$ cat config.mk
export PLATFORM = sky130hd
export DESIGN_NAME = rand_syndrome_gen_flat
export DESIGN_NICKNAME = d
export VERILOG_FILES = /design/src/rtl/rand_syndrome_gen_if.sv /design/src/rtl/rand_syndrome_gen.sv /design/src/flat_wrapper.sv
export SDC_FILE = /design/constraint.sdc
export NUM_CORES = 1
export LEC_CHECK = 0
export BUFFER_PORTS_ARGS = -buffer_cell sky130_fd_sc_hd__buf_2
export CAP_MARGIN = 20
export CORE_MARGIN = 5
export CORE_UTILIZATION = 58
export CTS_BUF_LIST = sky130_fd_sc_hd__clkbuf_4 sky130_fd_sc_hd__clkbuf_8
export DETAILED_ROUTE_END_ITERATION = 10
export PLACE_DENSITY_LB_ADDON = 0.15
export SETUP_SLACK_MARGIN = 0.05
export SLEW_MARGIN = 30
export SYNTH_ARGS = -nofsm -noshare
export SYNTH_HDL_FRONTEND = slang
export SYNTH_SLANG_ARGS = --single-unit
$ cat constraint.sdc
create_clock -name clk -period 3.7 [get_ports clk]
set_clock_uncertainty 0.15 [all_clocks]
set_input_delay 0.185 -clock clk [delete_from_list [all_inputs] [get_ports clk]]
set_output_delay 0.185 -clock clk [all_outputs]
set_load 0.01 [all_outputs]
$ cat src/rtl/rand_syndrome_gen_if.sv
// rand_syndrome_gen_if: start/threshold request, packed-word stream and round status bundle.
interface rand_syndrome_gen_if #(
    parameter int OUT_WIDTH = 64
);
    logic                 new_round_start;
    logic [15:0]          error_threshold;
    logic [OUT_WIDTH-1:0] out_data;
    logic                 out_valid;
    logic                 out_ready;
    logic                 busy;
    logic                 round_done;
    logic [31:0]          syndrome_count;
    modport master (
        input  new_round_start, error_threshold, out_ready,
        output out_data, out_valid, busy, round_done, syndrome_count
    );
    modport slave (
        output new_round_start, error_threshold, out_ready,
        input  out_data, out_valid, busy, round_done, syndrome_count
    );
endinterface

$ cat src/rtl/rand_syndrome_gen.sv
// rand_syndrome_gen: LFSR-driven Bernoulli syndrome source streamed as packed words.
// Define RAND_SYNDROME_EVEN_PARITY_EN to force the final bit so every round has even weight.
module rand_syndrome_gen #(
    parameter int          CODE_DISTANCE_X    = 5,
    parameter int          CODE_DISTANCE_Z    = 4,
    parameter int          MEASUREMENT_ROUNDS = (CODE_DISTANCE_X > CODE_DISTANCE_Z) ? CODE_DISTANCE_X : CODE_DISTANCE_Z,
    parameter int          OUT_WIDTH          = 64,
    parameter logic [31:0] SEED               = 32'hACE1_2024
) (
    input logic                 clk,
    input logic                 reset,
    rand_syndrome_gen_if.master bus
);
    localparam int PU_COUNT = CODE_DISTANCE_X * CODE_DISTANCE_Z * MEASUREMENT_ROUNDS;
    localparam int CW = $clog2(PU_COUNT + 1);
    localparam int PW = (OUT_WIDTH > 1) ? $clog2(OUT_WIDTH) : 1;
    localparam logic [CW-1:0] LAST_BIT = CW'(PU_COUNT - 1);
    localparam logic [CW-1:0] ALL_BITS = CW'(PU_COUNT);
    localparam logic [PW-1:0] LAST_POS = PW'(OUT_WIDTH - 1);
    localparam logic [31:0]   TAPS     = 32'h8020_0003;

    typedef enum logic [1:0] {IDLE, GEN, SEND, DONE} state_t;

    state_t               state, state_d;
    logic [31:0]          lfsr, pop, count;
    logic [15:0]          thr;
    logic [CW-1:0]        bit_cnt;
    logic [PW-1:0]        pos;
    logic [OUT_WIDTH-1:0] word;
    logic                 parity, drawn, draw, last_bit, word_full, start;

    assign start     = state == IDLE && bus.new_round_start;
    assign last_bit  = bit_cnt == LAST_BIT;
    assign word_full = pos == LAST_POS;
    assign drawn     = lfsr[15:0] < thr;
`ifdef RAND_SYNDROME_EVEN_PARITY_EN
    assign draw = last_bit ? parity : drawn;
`else
    assign draw = drawn;
`endif

    always_comb begin
        state_d = state;
        case (state)
            IDLE:    state_d = bus.new_round_start ? GEN : IDLE;
            GEN:     state_d = (word_full || last_bit) ? SEND : GEN;
            SEND:    state_d = !bus.out_ready ? SEND : (bit_cnt == ALL_BITS) ? DONE : GEN;
            default: state_d = IDLE;
        endcase
    end

    always_ff @(posedge clk) begin
        if (!reset) begin
            state   <= IDLE;
            lfsr    <= SEED;
            pop     <= '0;
            count   <= '0;
            thr     <= '0;
            bit_cnt <= '0;
            pos     <= '0;
            word    <= '0;
            parity  <= 1'b0;
        end else begin
            state <= state_d;
            if (start) begin
                thr     <= bus.error_threshold;
                bit_cnt <= '0;
                pos     <= '0;
                pop     <= '0;
                parity  <= 1'b0;
                word    <= '0;
            end
            // The LFSR only steps while drawing, so stalls in SEND never consume randomness.
            if (state == GEN) begin
                lfsr       <= lfsr[0] ? ((lfsr >> 1) ^ TAPS) : (lfsr >> 1);
                word[pos]  <= draw;
                pos        <= (word_full || last_bit) ? '0 : pos + 1'b1;
                bit_cnt    <= bit_cnt + 1'b1;
                pop        <= pop + 32'(draw && pop != '1);
                parity     <= parity ^ draw;
            end
            if (state == SEND && bus.out_ready) begin
                word <= '0;
                if (bit_cnt == ALL_BITS)
                    count <= pop;
            end
        end
    end

    assign bus.out_data       = word;
    assign bus.out_valid      = state == SEND;
    assign bus.busy           = state != IDLE;
    assign bus.round_done     = state == DONE;
    assign bus.syndrome_count = count;
endmodule
$ cat src/flat_wrapper.sv
// flat-port wrapper written by rule: the top's interface ports become plain ports
module rand_syndrome_gen_flat 
#(
    parameter int          CODE_DISTANCE_X    = 5,
    parameter int          CODE_DISTANCE_Z    = 4,
    parameter int          MEASUREMENT_ROUNDS = (CODE_DISTANCE_X > CODE_DISTANCE_Z) ? CODE_DISTANCE_X : CODE_DISTANCE_Z,
    parameter int          OUT_WIDTH          = 64,
    parameter logic [31:0] SEED               = 32'hACE1_2024
)
  (clk, reset, bus_new_round_start, bus_error_threshold, bus_out_ready, bus_out_data, bus_out_valid, bus_busy, bus_round_done, bus_syndrome_count);
  rand_syndrome_gen_if #(.OUT_WIDTH(OUT_WIDTH)) bus_i ();
  input logic clk;
  input logic reset;
  input wire logic [$bits(bus_i.new_round_start)-1:0] bus_new_round_start;
  input wire logic [$bits(bus_i.error_threshold)-1:0] bus_error_threshold;
  input wire logic [$bits(bus_i.out_ready)-1:0] bus_out_ready;
  output wire logic [$bits(bus_i.out_data)-1:0] bus_out_data;
  output wire logic [$bits(bus_i.out_valid)-1:0] bus_out_valid;
  output wire logic [$bits(bus_i.busy)-1:0] bus_busy;
  output wire logic [$bits(bus_i.round_done)-1:0] bus_round_done;
  output wire logic [$bits(bus_i.syndrome_count)-1:0] bus_syndrome_count;
  assign bus_i.new_round_start = bus_new_round_start;
  assign bus_i.error_threshold = bus_error_threshold;
  assign bus_i.out_ready = bus_out_ready;
  assign bus_out_data = bus_i.out_data;
  assign bus_out_valid = bus_i.out_valid;
  assign bus_busy = bus_i.busy;
  assign bus_round_done = bus_i.round_done;
  assign bus_syndrome_count = bus_i.syndrome_count;
  rand_syndrome_gen #(.CODE_DISTANCE_X(CODE_DISTANCE_X), .CODE_DISTANCE_Z(CODE_DISTANCE_Z), .MEASUREMENT_ROUNDS(MEASUREMENT_ROUNDS), .OUT_WIDTH(OUT_WIDTH), .SEED(SEED)) u_core (.clk(clk), .reset(reset), .bus(bus_i));
endmodule
# --- Word-level counts from Yosys, hierarchy flattened ---
# Cells that the tools add are included.
classes:
  addsub: 3
  magnitude_cmp: 3
  eq_ne: 7
  muxes: 19
  bitwise: 2
  n_reduce_logical: 10
op_table:
  columns: ["op", "n"]
  rows:
  - ["64-bit two-way mux", 3]
  - ["32-bit two-way mux", 3]
  - ["64-bit bitwise mux", 1]
  - ["32-bit by 1-bit adder with 32-bit output", 1]
  - ["32-bit inequality test (second input constant)", 1]
  - ["6-bit two-way mux", 3]
  - ["16-bit less-than comparator", 1]
  - ["7-bit == test (second input constant)", 2]
  - ["7-bit two-way mux", 2]
  - ["7-bit by 1-bit adder with 7-bit output (second input constant)", 1]
  - ["6-bit by 7-bit less-than comparator with 1-bit output (second input constant)", 1]
  - ["6-bit by 1-bit adder with 6-bit output (second input constant)", 1]
  - ["1-bit demux with 6-bit select", 1]
  - ["6-bit == test (second input constant)", 1]
  - ["6-bit by 1-bit greater-or-equal comparator with 1-bit output (second input constant)", 1]
  - ["2-bit two-way mux", 3]
  - ["2-bit case mux with 3 select lines", 1]
  - ["2-bit == test (second input constant)", 2]
  - ["1-bit logical AND", 4]
  - ["3-bit inverter with 4-bit output", 1]
  - ["2-bit nonzero test", 2]
  - ["2-bit by 1-bit == test with 1-bit output (second input constant)", 1]
  - ["2-bit zero test", 1]
  - ["1-bit two-way mux", 2]
  - ["4 further kinds", 4]
word_totals:
  register_bits: 191
  out_inout_bits: 99
  wordCells: 52

# --- Longest topological paths before layout ---
depth:
  word_depth: 6
  depth_mapped: 14
  ltp_nobuf: 13

# --- Least setup slack after synthesis ---
# OpenSTA, ideal clock, no wires.
synth_timing:
  path_type: "flip-flop to flip-flop"
  start: "reg u_core.thr[11]"
  end: "reg u_core.pop[23]"
  arrival_ns: 2.985
  required_time_ns: 3.480
  slack_ns: 0.494
  stages_incl_launch_ff: 15
  path_buffers: 1
  path_cell_list: "dfxtp_1 > inv_1 > ha_1 > a21oi_1 > nor2_1 > a311oi_1 > nand3_1 > a31oi_1 > ha_1 > nand3b_1 > nor4_4 > nand2_2 > buf_6 > or4_1 > a21oi_1"
synth_via:
  elab_chain_len: 4
synth_rtl:
  columns: ["item", "line", "source"]
  rows:
  - ["start, declared", "rand_syndrome_gen.sv:26", "logic [15:0] thr;"]
  - ["start signal, assigned", "rand_syndrome_gen.sv:66", "thr <= bus.error_threshold;"]
  - ["16-bit less-than comparator", "rand_syndrome_gen.sv:35", "assign drawn = lfsr[15:0] < thr;"]
  - ["1-bit logical AND", "rand_syndrome_gen.sv:79", "pop <= pop + 32'(draw && pop != '1);"]
  - ["32-bit by 1-bit adder with 32-bit output", "rand_syndrome_gen.sv:79", null]
  - ["32-bit two-way mux", "rand_syndrome_gen.sv:74", "if (state == GEN) begin"]
  - ["end signal, assigned", "rand_syndrome_gen.sv:79", null]
  - ["end, declared", "rand_syndrome_gen.sv:25", "logic [31:0] lfsr, pop, count;"]
# No other way between the ends.
# A chain may end at the register's enable or synchronous reset.

# --- Worst setup path after layout ---
layout_timing:
  start: "reg u_core.thr[13]"
  end: "reg u_core.pop[18]"
# Same word-level chain as after synthesis.

==> run_results.csv <==
group,metric,value,unit
floorplanning,die_y,127.2,um
grt,grt_usage,23.47,%
timing,final.setup.tns,0,ps
routing,top_layer_used,"met4",
power_and_ir_drop,p_leak,3.654,nW
placement,dp_cells,1253,
final_layout,drive_gt1_share,18.18,%
routing,detailroute.via_count,7391,
placement,dp_hpwl,12740,um
routing,viasPerCell,5.646,
floorplanning,start_util,59.73,%
final_layout,diodes,0,
routing,routed-wl-met2,9449,um
routing,wire_per_inst,14.95,um
timing,worst_pin_slew,847.3,ps
worst_setup_path,crit_fanout,5,
clock_tree,cts_sinks,191,
clock_tree,cts_tree,"built",
worst_setup_path,cp_common_cell,"nand4_1",
synth,synthTopCellsByCount,"nand2_1, dfxtp_1, nand3_1",
routing,drtIter0Drc,558,
final_layout,syn_to_final_growth,18.16,%
routing,drc,0,
grt,grt_max_degree,64,
worst_setup_path,cp_slowest_stage_delay,480,ps
synth,synth_edf_count,0,
worst_setup_path,worstReg2RegEnd,"u_core.pop[18]",
worst_setup_path,ff2ff_path_depth,14,
flow_run,maxCapViolCount,0,
grt,antenna_found_initial,0,
worst_setup_path,crit_type,"register to register",
timing,report.final.hold_viol_count,0,
power_and_ir_drop,vdd.ir_drop.worst,333.7,uV
clock_tree,clockBufferDepth,2,
routing,wl_met3,1049,um
power_and_ir_drop,pwr-share-clk,38.1,%
timing,slew_headroom,43.31,%
clock_tree,htreeDepth,4,
synth,synthTopCellsByArea,"dfxtp_1, nand2_1, nand3_1",
timing,drv_slew,0,
placement,gp_congestion,0.8205,
power_and_ir_drop,swShare,24.86,%
power_and_ir_drop,netSwitchingPower,0.9754,mW
grt,grt_pass1_wl,31460,um
synth,synth_cell_types,58,
power_and_ir_drop,seq_power_share,54.1,%
worst_setup_path,crit_slowest_cell,"or3b_2",
timing,fin_crit_sh,95.27,%
worst_setup_path,crit_end,"u_core.pop[18]",
floorplanning,die_width,127.2,um
placement,place_area,0.008710,mm2
floorplanning,dieArea,0.01619,mm2
clock_tree,clk_root_buffer_cell,"clkbuf_8",
synth,synth-main-ff-cell,"dfxtp_1",
worst_setup_path,crit_arrival,3730,ps
synth,seq_area_frac_synth,47.96,%
floorplanning,core_area,0.01335,mm2
routing,ant_nets,0,
synth,ys_seq_elements,191,
clock_tree,insertion_delay,470,ps
synth,synth_warnings,0,
final_layout,nets,1161,
power_and_ir_drop,pwr-share-comb,7.8,%
status,status,"completed",
synth,mappedNetlistArea,0.007973,mm2
synth,synth_top_area_share,47.96,%
floorplanning,row_count,42,
worst_setup_path,crit_path_cell_trace,"inv_1 -> ha_1 -> nand4_1 -> nor2_1 -> a311oi_2 -> nand3_1 -> a31oi_2 -> ha_2 -> nand3b_1 -> nor4_4 -> buf_4 -> or3b_2 -> nand4_1 -> o31ai_2",
grt,grt-ovfl-total,0,
worst_setup_path,end_kind,"register",
worst_setup_path,regToRegSetupSlack,180,ps
synth,synth.most_common_cell,"nand2_1",
routing,met1Wirelength,8800,um
worst_setup_path,cp-start-kind,"register",
timing,clock.fmax,283.7,MHz
placement,port_buffers,118,
worst_setup_path,regToRegStartpoint,"u_core.thr[13]",
worst_setup_path,cp-startpoint,"u_core.thr[13]",
synth,synth_nets,1039,
synth,syn_inst,999,
timing,rsz0062_at_grt,"false",
floorplanning,io_pins,119,
worst_setup_path,crit_required,3900,ps
worst_hold_path,hp-class,"primary input to register",
clock_tree,path_clk_slew,90,ps
synth,synthArstFlopShare,0,%
final_layout,design_area,0.009420,mm2
routing,wirelength,19570,um
timing,finalCriticalPeriod,3525,ps
routing,drtPass1Iterations,5,
power_and_ir_drop,pwr_density_cell,416.5,mW/mm2
grt,grt_pass1_vias,6437,
power_and_ir_drop,p_int,2.948,mW
synth,yosys.area.top_type,"dfxtp_1",
timing,finalSetupViolCount,0,
final_layout,fin_cells,1309,
synth,syn_avg_cell_area,7.981,um2
clock_tree,numCtsBuffers,17,
-- flip-flops by register name, indices dropped and copies added (netlist names) --
register	cells
u_core.bus.syndrome_count	32
u_core.bus.out_data	64
u_core.pop	32
u_core.state	2
u_core.lfsr	32
u_core.bit_cnt	7
u_core.thr	16
u_core.pos	6
-- layer usage --
metal  global-route usage [%]  vias to the layer above
met3                    5.134                       23
met5                        0                        -
met4                    6.877                        0
li1                         -                     3695
met1                    31.01                     3479
met2                    38.82                      194
-- power groups by stage --
stage | registers, mW | clock network [mW] | logic, mW
after global placement | 2.17 | 0 | 0.272
after floorplan | 2.16 | 0 | 0.197
after detailed placement | 2.17 | 0 | 0.276
after global routing | 2.13 | 1.60 | 0.341
final | 2.12 | 1.50 | 0.307
after CTS | 2.12 | 1.51 | 0.294
-- area by class of cell --
cell class / count / area (um2)
flip-flops and latches: 191 / 3824
clock inverters: 13 / 187.7
multi-input cells: 724 / 3884
inverters: 26 / 98.84
clock buffers: 18 / 247.7
fillers: 1085 / 3928
repair buffers: 161 / 958.4
well taps: 176 / 220.2
-- layout by cell type (no fill, tap or decap), types with 3 or more instances in the layout --
| cell type | instances |
|---|---|
| a21oi_1 | 95 |
| and2_1 | 6 |
| and3_1 | 7 |
| buf_2 | 118 |
| buf_4 | 25 |
| bufinv_16 | 4 |
| clkbuf_8 | 18 |
| clkinv_2 | 3 |
| clkinvlp_4 | 3 |
| dfxtp_1 | 191 |
| dlygate4sd3_1 | 18 |
| ha_1 | 18 |
| inv_1 | 25 |
| mux2_2 | 8 |
| nand2_1 | 243 |
| nand2b_1 | 4 |
| nand3_1 | 101 |
| nand3b_1 | 5 |
| nand4_1 | 16 |
| nor2_1 | 40 |
| nor2b_1 | 8 |
| nor3_1 | 14 |
| nor3b_1 | 3 |
| o211ai_1 | 10 |
| o21a_1 | 3 |
| o21ai_0 | 71 |
| or3_1 | 7 |
| or4_1 | 5 |
| xnor2_1 | 3 |
-- metrics by stage --
step / power [mW] / setup WS (ps) / hold slack (ps) / util (%)
2_1_floorplan: 2.357 / 494.3 / 171.0 / -
3_3_place_gp: 2.438 / 346.3 / 282.3 / 65.25
3_5_place_dp: 2.444 / 212.9 / 286.5 / 65.25
4_1_cts: 3.925 / 98.87 / 25.81 / 69.86
5_1_grt: 4.067 / 36.63 / 33.36 / 70.58
6_report: 3.923 / 175.0 / 52.73 / 70.58
-- critical path: cells and delay by family, from the launching register on --
kind,cells,cell delay (ps)
flops,1,340
simple gates,7,1580
buf+inv,2,240
compound gates,3,570
fa+ha+maj,2,530
-- what timing repair did --
action	in CTS	in global routing
hold buffers	18	0
endpoints found under the setup margin	0	15
hold endpoints to repair	18	0
gates resized for setup	0	7
buffers inserted	0	7
-- how the worst min path moves through the flow --
| stage | from | to | depth (start not counted) |
|---|---|---|---|
| global route | reset | u_core.bus.syndrome_count[30] | 3 |
| CTS | reset | u_core.bus.syndrome_count[29] | 3 |
| finish | reset | u_core.bus.syndrome_count[29] | 3 |
| detailed placement | bus_error_threshold[6] | u_core.thr[6] | 3 |
| floorplan | bus_error_threshold[0] | u_core.thr[0] | 2 |
| global placement | bus_error_threshold[2] | u_core.thr[2] | 3 |
-- cells by family (layout without fill, tap and decap cells) --
logic type               after synthesis  in the layout  synth area share [%]
flip-flops                           191            191                 47.96
XOR/XNOR                               4              4                0.4395
AND/OR/NAND/NOR                      481            481                 28.14
buffers and inverters                 84            218                 4.127
AO/OA/AOI/OAI                        209            209                 14.81
multiplexers                          10             10                 1.381
adder cells (fa/ha/maj)               20             20                 3.139
Note: power is estimated with default switching activity, not from simulation.
